## src/rtl/ws28xx_ctrl.sv

```systemverilog
// ============================================================================
// ws28xx_ctrl
// ----------------------------------------------------------------------------
// Frame controller for WS28xx-style addressable LED strings. It pulls pixel
// bytes from an upstream source, serialises them MSB first into single-bit
// requests for a downstream bit-code generator, and then holds the line idle
// for a programmable latch (reset) gap before signalling frame completion.
//
// Build option:
//   WS28XX_CTRL_RGBW_EN  defined   -> 4 bytes per LED (GRBW, 32 bits/LED)
//                        undefined -> 3 bytes per LED (GRB, 24 bits/LED)
//
// Parameters:
//   GAP_W         width of the latch-gap counter and rst_time_i
//
// Ports:
//   clk_i         clock, all state changes on the rising edge
//   rst_n_i       asynchronous active-low reset
//   start_i       frame start request, only honoured in IDLE
//   led_num_i     LEDs per frame, captured when a start is accepted
//   rst_time_i    latch-gap length in clock cycles, captured on start
//   byte_data_i   pixel byte from upstream
//   byte_valid_i  byte_data_i is valid
//   byte_ready_o  controller takes a byte this cycle (LOAD state)
//   bit_data_o    current bit for the generator (held for the whole bit)
//   bit_valid_o   bit request to the generator (SEND state)
//   bit_ready_i   one-cycle pulse from the generator at end of a bit
//   busy_o        high whenever the controller is not IDLE
//   done_o        one-cycle pulse after the latch gap has elapsed
// ============================================================================
module ws28xx_ctrl #(
   parameter int GAP_W = 16
) (
   input  logic             clk_i,
   input  logic             rst_n_i,
   input  logic             start_i,
   input  logic [7:0]       led_num_i,
   input  logic [GAP_W-1:0] rst_time_i,
   input  logic [7:0]       byte_data_i,
   input  logic             byte_valid_i,
   output logic             byte_ready_o,
   output logic             bit_data_o,
   output logic             bit_valid_o,
   input  logic             bit_ready_i,
   output logic             busy_o,
   output logic             done_o
);

`ifdef WS28XX_CTRL_RGBW_EN
   localparam int BPP = 4;
`else
   localparam int BPP = 3;
`endif

   typedef enum logic [1:0] {
      IDLE = 2'd0,
      LOAD = 2'd1,
      SEND = 2'd2,
      GAP  = 2'd3
   } state_t;

   state_t           state;
   logic [7:0]       led_num;
   logic [GAP_W-1:0] rst_time;
   logic [GAP_W-1:0] gap_cnt;
   logic [7:0]       shift;
   logic [2:0]       bit_cnt;
   logic [9:0]       byte_cnt;
   logic [9:0]       byte_total;

   // 255 LEDs x 4 bytes = 1020 still fits in 10 bits, so no wrap is possible.
   assign byte_total = 10'(led_num) * 10'(BPP);

   // Outputs are registered alongside the state: every transition sets the
   // output values that belong to the state being entered, so bit_data_o is
   // loaded with the next MSB exactly when the shift register advances and
   // stays put for the generator until the next bit_ready_i.
   always_ff @(posedge clk_i or negedge rst_n_i) begin
      if (!rst_n_i) begin
         state        <= IDLE;
         led_num      <= '0;
         rst_time     <= '0;
         gap_cnt      <= '0;
         shift        <= '0;
         bit_cnt      <= '0;
         byte_cnt     <= '0;
         byte_ready_o <= 1'b0;
         bit_data_o   <= 1'b0;
         bit_valid_o  <= 1'b0;
         busy_o       <= 1'b0;
         done_o       <= 1'b0;
      end else begin
         done_o <= 1'b0;
         case (state)
            IDLE: begin
               if (start_i) begin
                  led_num  <= led_num_i;
                  rst_time <= rst_time_i;
                  gap_cnt  <= '0;
                  bit_cnt  <= '0;
                  byte_cnt <= '0;
                  busy_o   <= 1'b1;
                  // An empty frame still produces a latch gap and done pulse.
                  if (led_num_i != 8'd0) begin
                     state        <= LOAD;
                     byte_ready_o <= 1'b1;
                  end else begin
                     state <= GAP;
                  end
               end
            end

            LOAD: begin
               if (byte_valid_i) begin
                  shift        <= byte_data_i;
                  bit_cnt      <= '0;
                  bit_data_o   <= byte_data_i[7];
                  bit_valid_o  <= 1'b1;
                  byte_ready_o <= 1'b0;
                  state        <= SEND;
               end
            end

            SEND: begin
               if (bit_ready_i) begin
                  if (bit_cnt == 3'd7) begin
                     byte_cnt    <= byte_cnt + 10'd1;
                     bit_valid_o <= 1'b0;
                     bit_data_o  <= 1'b0;
                     if (byte_cnt + 10'd1 == byte_total) begin
                        gap_cnt <= '0;
                        state   <= GAP;
                     end else begin
                        byte_ready_o <= 1'b1;
                        state        <= LOAD;
                     end
                  end else begin
                     shift      <= {shift[6:0], 1'b0};
                     bit_cnt    <= bit_cnt + 3'd1;
                     bit_data_o <= shift[6];
                  end
               end
            end

            GAP: begin
               // Counter starts at 0, so the gap lasts rst_time + 1 cycles.
               if (gap_cnt == rst_time) begin
                  busy_o <= 1'b0;
                  done_o <= 1'b1;
                  state  <= IDLE;
               end else begin
                  gap_cnt <= gap_cnt + GAP_W'(1);
               end
            end

            default: state <= IDLE;
         endcase
      end
   end

endmodule

```

## config.mk

```make
export PLATFORM = sky130hd
export DESIGN_NAME = ws28xx_ctrl
export DESIGN_NICKNAME = d
export VERILOG_FILES = /design/src/rtl/ws28xx_ctrl.sv
export SDC_FILE = /design/constraint.sdc
export NUM_CORES = 1
export LEC_CHECK = 0
export BUFFER_PORTS_ARGS = -buffer_cell sky130_fd_sc_hd__buf_2
export CAP_MARGIN = 0
export CORE_ASPECT_RATIO = 2
export CORE_MARGIN = 5
export CORE_UTILIZATION = 59
export DETAILED_ROUTE_END_ITERATION = 8
export GPL_ROUTABILITY_DRIVEN = 0
export PLACE_DENSITY = 0.88
export SYNTH_ARGS = -nofsm -noshare
export SYNTH_HDL_FRONTEND = slang
export SYNTH_SLANG_ARGS = --single-unit
```

## constraint.sdc

```tcl
create_clock -name clk_i -period 3.2 [get_ports clk_i]
set_input_delay 0.16 -clock clk_i [delete_from_list [all_inputs] [get_ports clk_i]]
set_output_delay 0.16 -clock clk_i [all_outputs]
set_load 0.01 [all_outputs]
```

==> impl_metrics.env, run 1 <==
export IMPL_vdd_ir_drop_max_mv=0.671
export IMPL_synth_area_mm2=0.00410
export IMPL_syn_num_nets=484
export IMPL_seq_area_mm2=0.00168
export IMPL_min_path_cells=2
export IMPL_synth_avg_cell_area_um2=9.44
export IMPL_multi_input_area_mm2=0.00228
export IMPL_reg2reg_slack_ns=0.36
export IMPL_area_delta_synth_final_pct=14.7
export IMPL_synth_edff_count=0
export IMPL_p_leak_uw=0.00203
export IMPL_skew_ns=0.00716
export IMPL_whs_endpoint="rst_time[15]"
export IMPL_critPathLaunchType="flop"
export IMPL_numPortBuffers=41
export IMPL_layout_nets=526
export IMPL_hold_start="rst_time_i[15]"
export IMPL_tritoncts="built"
export IMPL_via_count=3481
export IMPL_finalHoldViolCount=0
export IMPL_dpl_hpwl_um=6520
export IMPL_io_pins=42
export IMPL_drt_iter0_drc=335
export IMPL_max_freq_mhz=353
export IMPL_start_util=0.600
export IMPL_setup_viol=0
export IMPL_num_rows=43
export IMPL_synth_distinct_cells=49
export IMPL_route_detailed_drc=0
export IMPL_ys_seq_elements=67
export IMPL_cts_buffers=9
export IMPL_grt_usage=0.231
export IMPL_fin_util=0.688
export IMPL_fp_dieArea_mm2=0.00881
export IMPL_wl_um=9350
export IMPL_die_w_um=68.9
export IMPL_cap_violations=0
export IMPL_grt_setup_unrepaired="false"
export IMPL_cts_num_sinks=67
export IMPL_slew_violations=0
export IMPL_num_antenna_cells=0
export IMPL_async_reset_ff_frac=1.00
export IMPL_synthCells=434
export IMPL_critPathRequiredTime_ns=3.39
export IMPL_fin_crit_sh=0.886
export IMPL_viasPerCell=6.10
export IMPL_ant_nets=0
export IMPL_crit_arrival_ns=3.03
export IMPL_worstMarginPinSlew_ns=0.637
export IMPL_path_clk_slew_ns=0.05
export IMPL_avgRoutedWirePerCell_um=16.4
export IMPL_ctsHtreeMaxLevel=3
export IMPL_antenna_found_initial=0
export IMPL_status="completed"
export IMPL_rr_worst_depth=10
export IMPL_yosys_warnings=0
export IMPL_clock_path_buffers=2
export IMPL_crit_path_end_kind="flop"
export IMPL_hp_class="in2reg"
export IMPL_grt_pass1_wl_um=15600
export IMPL_ys_seq_area_frac=0.409
export IMPL_grt_start_max_net_pins=30
export IMPL_maxSlewHeadroom=0.575
export IMPL_tns_ns=0
export IMPL_cts_root_buf="clkbuf_16"
export IMPL_crit_type="reg2reg"
export IMPL_drive_gt1_frac=0.220
export IMPL_synthFlopType="dfrtp_1"
export IMPL_grt_pass1_vias=3397
export IMPL_whs_ns=0.0494
export IMPL_coreArea_mm2=0.00683
export IMPL_r2r_start="led_num[1]"
export IMPL_num_fill_cells=527
export IMPL_crit_fanout=8
export IMPL_overflow=0
export IMPL_period_needed_ns=2.84
export IMPL_dieHeight_um=128
export IMPL_p_per_area_mw_per_mm2=980
export IMPL_clock_latency_ns=0.34
export IMPL_drt_first_pass_iters=5
export IMPL_finalPower_uw=4600
export IMPL_r2r_end="gap_cnt[13]"
registers in the layout, summed over array words and instances, names as in the netlist:
signal and cells:
bit_cnt 3, bit_data_o 1, bit_valid_o 1, busy_o 1, byte_cnt 10, byte_ready_o 1
done_o 1, gap_cnt 16, led_num 8, rst_time 16, shift 7, state 2
how the worst max path moves through the flow:
stage / from / to / slack [ns] / cells after the start
3_5_place_dp: led_num[0] / gap_cnt[13] / 0.40 / 10
5_1_grt: led_num[0] / gap_cnt[0] / 0.09 / 10
3_3_place_gp: led_num[1] / gap_cnt[13] / 0.56 / 10
2_1_floorplan: led_num[0] / gap_cnt[5] / 0.80 / 11
4_1_cts: led_num[1] / gap_cnt[13] / 0.38 / 10
6_report: led_num[1] / gap_cnt[13] / 0.36 / 10
kinds of logic after synthesis:
logic type                 count (synthesis)  share of synthesized area
DFF                                       67                      0.409
AOI/OAI and AO/OA                        114                      0.197
and+or+nand+nor                          150                      0.180
buffers and inverters                     32                     0.0351
adders and majority gates                 13                     0.0415
xor gates and xnor gates                  37                     0.0791
muxes                                     21                     0.0577
cells in the final DEF (no fill, tap or decap), drive strengths merged, types with 4 or more instances in the layout:
cell type | netlist | final
inv | 9 | 9
xnor2 | 16 | 16
nand3 | 16 | 16
nand4 | 7 | 7
and2 | 8 | 8
a21oi | 16 | 16
nand2 | 47 | 47
nor3 | 9 | 9
clkbuf | 14 | 11
nand2b | 4 | 4
mux2 | 21 | 21
o21ai | 38 | 38
and3 | 7 | 7
o31ai | 13 | 13
nor2 | 32 | 32
dfrtp | 67 | 67
nor4 | 10 | 10
xor2 | 21 | 21
buf | 9 | 53
o41ai | 9 | 9
ha | 12 | 12
a31oi | 11 | 11
o31a | 8 | 8
critical path, stage by stage, from the launching register on:
cell and delay, ns:
dfrtp_1 0.38, ha_1 0.18, inv_1 0.05, fa_1 0.40, nor2b_1 0.17, o211ai_1 0.13, a21oi_1 0.19, or3_1 0.14
nand4_2 0.27, nor3_1 0.59, o21ai_0 0.19
Yosys cell counts (4+ instances only):
| cell | n | share of area |
|---|---|---|
| dfrtp_1 | 67 | 0.41 |
| nand2_1 | 47 | 0.043 |
| o21ai_0 | 35 | 0.043 |
| nor2_1 | 32 | 0.029 |
| mux2_2 | 21 | 0.058 |
| xor2_1 | 21 | 0.045 |
| xnor2_1 | 16 | 0.034 |
| a21oi_1 | 15 | 0.018 |
| nand3_1 | 15 | 0.018 |
| clkbuf_1 | 13 | 0.012 |
| o31ai_1 | 13 | 0.024 |
| ha_1 | 12 | 0.037 |
| a31oi_1 | 11 | 0.017 |
| nor4_1 | 10 | 0.015 |
| inv_1 | 9 | 0.0082 |
| and2_1 | 8 | 0.012 |
| nor3_1 | 8 | 0.0098 |
| o31a_1 | 8 | 0.017 |
| o41ai_2 | 8 | 0.032 |
| and3_1 | 6 | 0.0092 |
| buf_2 | 6 | 0.0073 |
| nand4_1 | 6 | 0.0092 |
| nand2b_1 | 4 | 0.0061 |
metrics by stage:
stage	instances	setup WS [ns]	instance area, µm²
after CTS	571	0.383	4700
after detailed placement	554	0.402	4390
after global placement	554	0.555	4390
final	571	0.364	4700
after global routing	571	0.0879	4700
after floorplan	434	0.800	4100
final cells by class:
class,count,area share
Tap cell,90,0.0240
Clock inverter,5,0.0112
Clock buffer,11,0.0517
Multi-Input combinational cell,335,0.484
Timing Repair Buffer,54,0.0650
Sequential cell,67,0.357
Inverter,9,0.00719
layer usage:
metal | part of all wire | vias to the layer above | global-route usage
li1 | - | 1664 | -
met4 | 0.024 | 0 | 0.101
met1 | 0.41 | 1658 | 0.297
met5 | 0 | - | 0
met2 | 0.50 | 140 | 0.360
met3 | 0.063 | 19 | 0.0579
what timing repair did:
action                                 in CTS  in global routing
gates resized for setup                     0                  0
setup buffers                               0                  0
hold buffers                                1                  0
endpoints found under the hold margin      27                  0
power breakdown:
group / internal (µW) / total, µW / leakage, µW / switching, µW
sequential: 1150 / 1470 / 0.000842 / 317
clock: 619 / 969 / 0.000145 / 350
combinational: 917 / 2170 / 0.00104 / 1250
No activity file was read; power rests on OpenSTA's default activity.
==> run 2: changes to the inputs <==
--- a/config.mk
+++ b/config.mk
@@ -8,7 +8,7 @@
 export BUFFER_PORTS_ARGS = -buffer_cell sky130_fd_sc_hd__buf_2
 export CAP_MARGIN = 0
 export CORE_ASPECT_RATIO = 2
-export CORE_MARGIN = 5
+export CORE_MARGIN = 10
 export CORE_UTILIZATION = 59
 export DETAILED_ROUTE_END_ITERATION = 8
 export GPL_ROUTABILITY_DRIVEN = 0
==> run 2 against run 1 <==
Global-route usage decreased by 4.5 points. Clock power increased by 11%. Clock skew decreased by 0.00064 ns. Sequential power about the same. Largest power group unchanged. Non-clock buffer count decreased by 2. Cell count decreased by 0.35%. First-iteration DRC count increased by 10%. Flip-flop and latch count unchanged. Critical path depth unchanged. Clock-buffer cell count decreased by 1. Combinational power about the same.
==> impl_metrics.env, run 2 (synthesis gave the netlist of run 1 again) <==
export IMPL_numPortBuffers=41
export IMPL_crit_path_end_kind="flop"
export IMPL_tns_ns=0
export IMPL_skew_ns=0.00652
export IMPL_viasPerCell=6.25
export IMPL_fin_crit_sh=0.934
export IMPL_maxSlewHeadroom=0.472
export IMPL_crit_chain="ha_1, inv_1, fa_1, nor2b_1, o211ai_1, a21oi_1, or3_1, nand4_2, o41ai_2, o21ai_1"
export IMPL_crit_type="reg2reg"
export IMPL_drt_iter0_drc=369
export IMPL_path_clk_slew_ns=0.05
export IMPL_overflow=0
export IMPL_grt_setup_unrepaired="false"
export IMPL_layout_commonest_cell="dfrtp_1"
export IMPL_wl_um=9640
export IMPL_critPathLaunchType="flop"
export IMPL_dpl_worst_slack_ns=0.215
export IMPL_coreArea_mm2=0.00683
export IMPL_die_w_um=78.9
export IMPL_route_detailed_drc=0
export IMPL_grt_pass1_vias=3517
export IMPL_fp_dieArea_mm2=0.0109
export IMPL_num_antenna_cells=0
export IMPL_start_util=0.600
export IMPL_num_rows=43
export IMPL_drt_first_pass_iters=5
export IMPL_layout_common_cells="67 x dfrtp_1, 47 x nand2_1, 41 x buf_2"
export IMPL_hp_class="in2reg"
export IMPL_setup_viol=0
export IMPL_drive_gt1_frac=0.221
export IMPL_grt_usage=0.185
export IMPL_slew_violations=0
export IMPL_avgRoutedWirePerCell_um=16.9
export IMPL_cts_buffers=9
export IMPL_max_freq_mhz=334
export IMPL_vdd_ir_drop_max_mv=0.584
export IMPL_ant_nets=0
export IMPL_reg_top3="gap_cnt: 16 flops, rst_time: 16 flops, byte_cnt: 10 flops"
export IMPL_status="completed"
export IMPL_area_delta_synth_final_pct=15.3
export IMPL_worstMarginPinSlew_ns=0.792
export IMPL_antenna_found_initial=0
export IMPL_max_stage_delay_ns=0.52
export IMPL_cts_setup_buffers=0
export IMPL_critPathRequiredTime_ns=3.41
export IMPL_num_fill_cells=523
export IMPL_via_count=3558
export IMPL_period_needed_ns=2.99
export IMPL_tritoncts="built"
export IMPL_layout_setup_ws_ns=0.210
export IMPL_crit_fanout=14
export IMPL_dpl_hpwl_um=6650
export IMPL_p_per_area_mw_per_mm2=996
export IMPL_crit_arrival_ns=3.20
export IMPL_dieHeight_um=138
export IMPL_cts_root_buf="clkbuf_16"
export IMPL_cap_violations=0
export IMPL_cts_num_sinks=67
export IMPL_cp_slowest_cell="o41ai_2"
export IMPL_grt_start_max_net_pins=35
export IMPL_io_pins=42
export IMPL_finalHoldViolCount=0
export IMPL_p_leak_uw=0.00203
export IMPL_clock_path_buffers=2
export IMPL_layout_nets=524
export IMPL_ctsHtreeMaxLevel=3
export IMPL_clock_latency_ns=0.34
export IMPL_grt_pass1_wl_um=16200
## run 2: what timing repair did
| action | CTS | global route |
|---|---|---|
| resized for setup | 0 | 1 |
| endpoints found under the hold margin | 32 | 0 |
| hold buffers | 1 | 0 |
| endpoints found under the setup margin | 0 | 4 |
## run 2: layout make-up
| cell class | instances | area, µm² | share of cell area |
|---|---|---|---|
| multi-input cells | 335 | 2280 | 0.483 |
| flip-flops and latches | 67 | 1680 | 0.355 |
| repair buffers | 52 | 290 | 0.0615 |
| clock buffers | 10 | 239 | 0.0506 |
| well taps | 90 | 113 | 0.0238 |
| clock inverters | 6 | 88.8 | 0.0188 |
| inverters | 9 | 33.8 | 0.00715 |
## run 2: path summary, 6_finish.rpt
path                          endpoint  depth (start not counted)      startpoint  slack, ns
max                        gap_cnt[11]                         10      led_num[1]       0.21
min                           shift[0]                          3  byte_data_i[0]       0.04
max reg2reg                gap_cnt[11]                         10      led_num[1]       0.21
min reg2reg                bit_valid_o                          2     bit_valid_o       0.49
max in group asynchronous  byte_cnt[8]                          3         rst_n_i       2.01
min in group asynchronous   led_num[2]                          2         rst_n_i       0.44
## run 2: routing by layer
metal | share of wire | wire [µm] | vias to the layer above | track usage
met2 | 0.49 | 4710 | 166 | 0.301
li1 | - | - | 1659 | -
met5 | 0 | 0 | - | 0
met4 | 0.033 | 314 | 0 | 0.102
met1 | 0.41 | 3940 | 1700 | 0.218
met3 | 0.070 | 679 | 33 | 0.0477
## run 2: per-stage QoR
stage | hold WS (ns) | util | total power, µW | cells | area, µm²
2_1_floorplan | -0.136 | - | 3130 | 434 | 4100
3_3_place_gp | 0.272 | 0.641 | 3500 | 552 | 4380
3_5_place_dp | 0.283 | 0.641 | 3570 | 552 | 4380
4_1_cts | 0.0398 | 0.690 | 4690 | 569 | 4720
5_1_grt | 0.0536 | 0.691 | 5030 | 569 | 4720
6_report | 0.0432 | 0.691 | 4700 | 569 | 4720
## run 2: critical path, delay by kind of cell (launching register included)
kind | cells | cell delay, ns
AOI/OAI and AO/OA | 4 | 1.05
and+or+nand+nor | 3 | 0.77
buffers and inverters | 1 | 0.06
adders and majority gates | 2 | 0.59
DFF | 1 | 0.38
## run 2: power by group
part / internal, µW / switching [µW]
Clock: 702 / 373
Sequential: 1150 / 306
Combinational: 904 / 1270
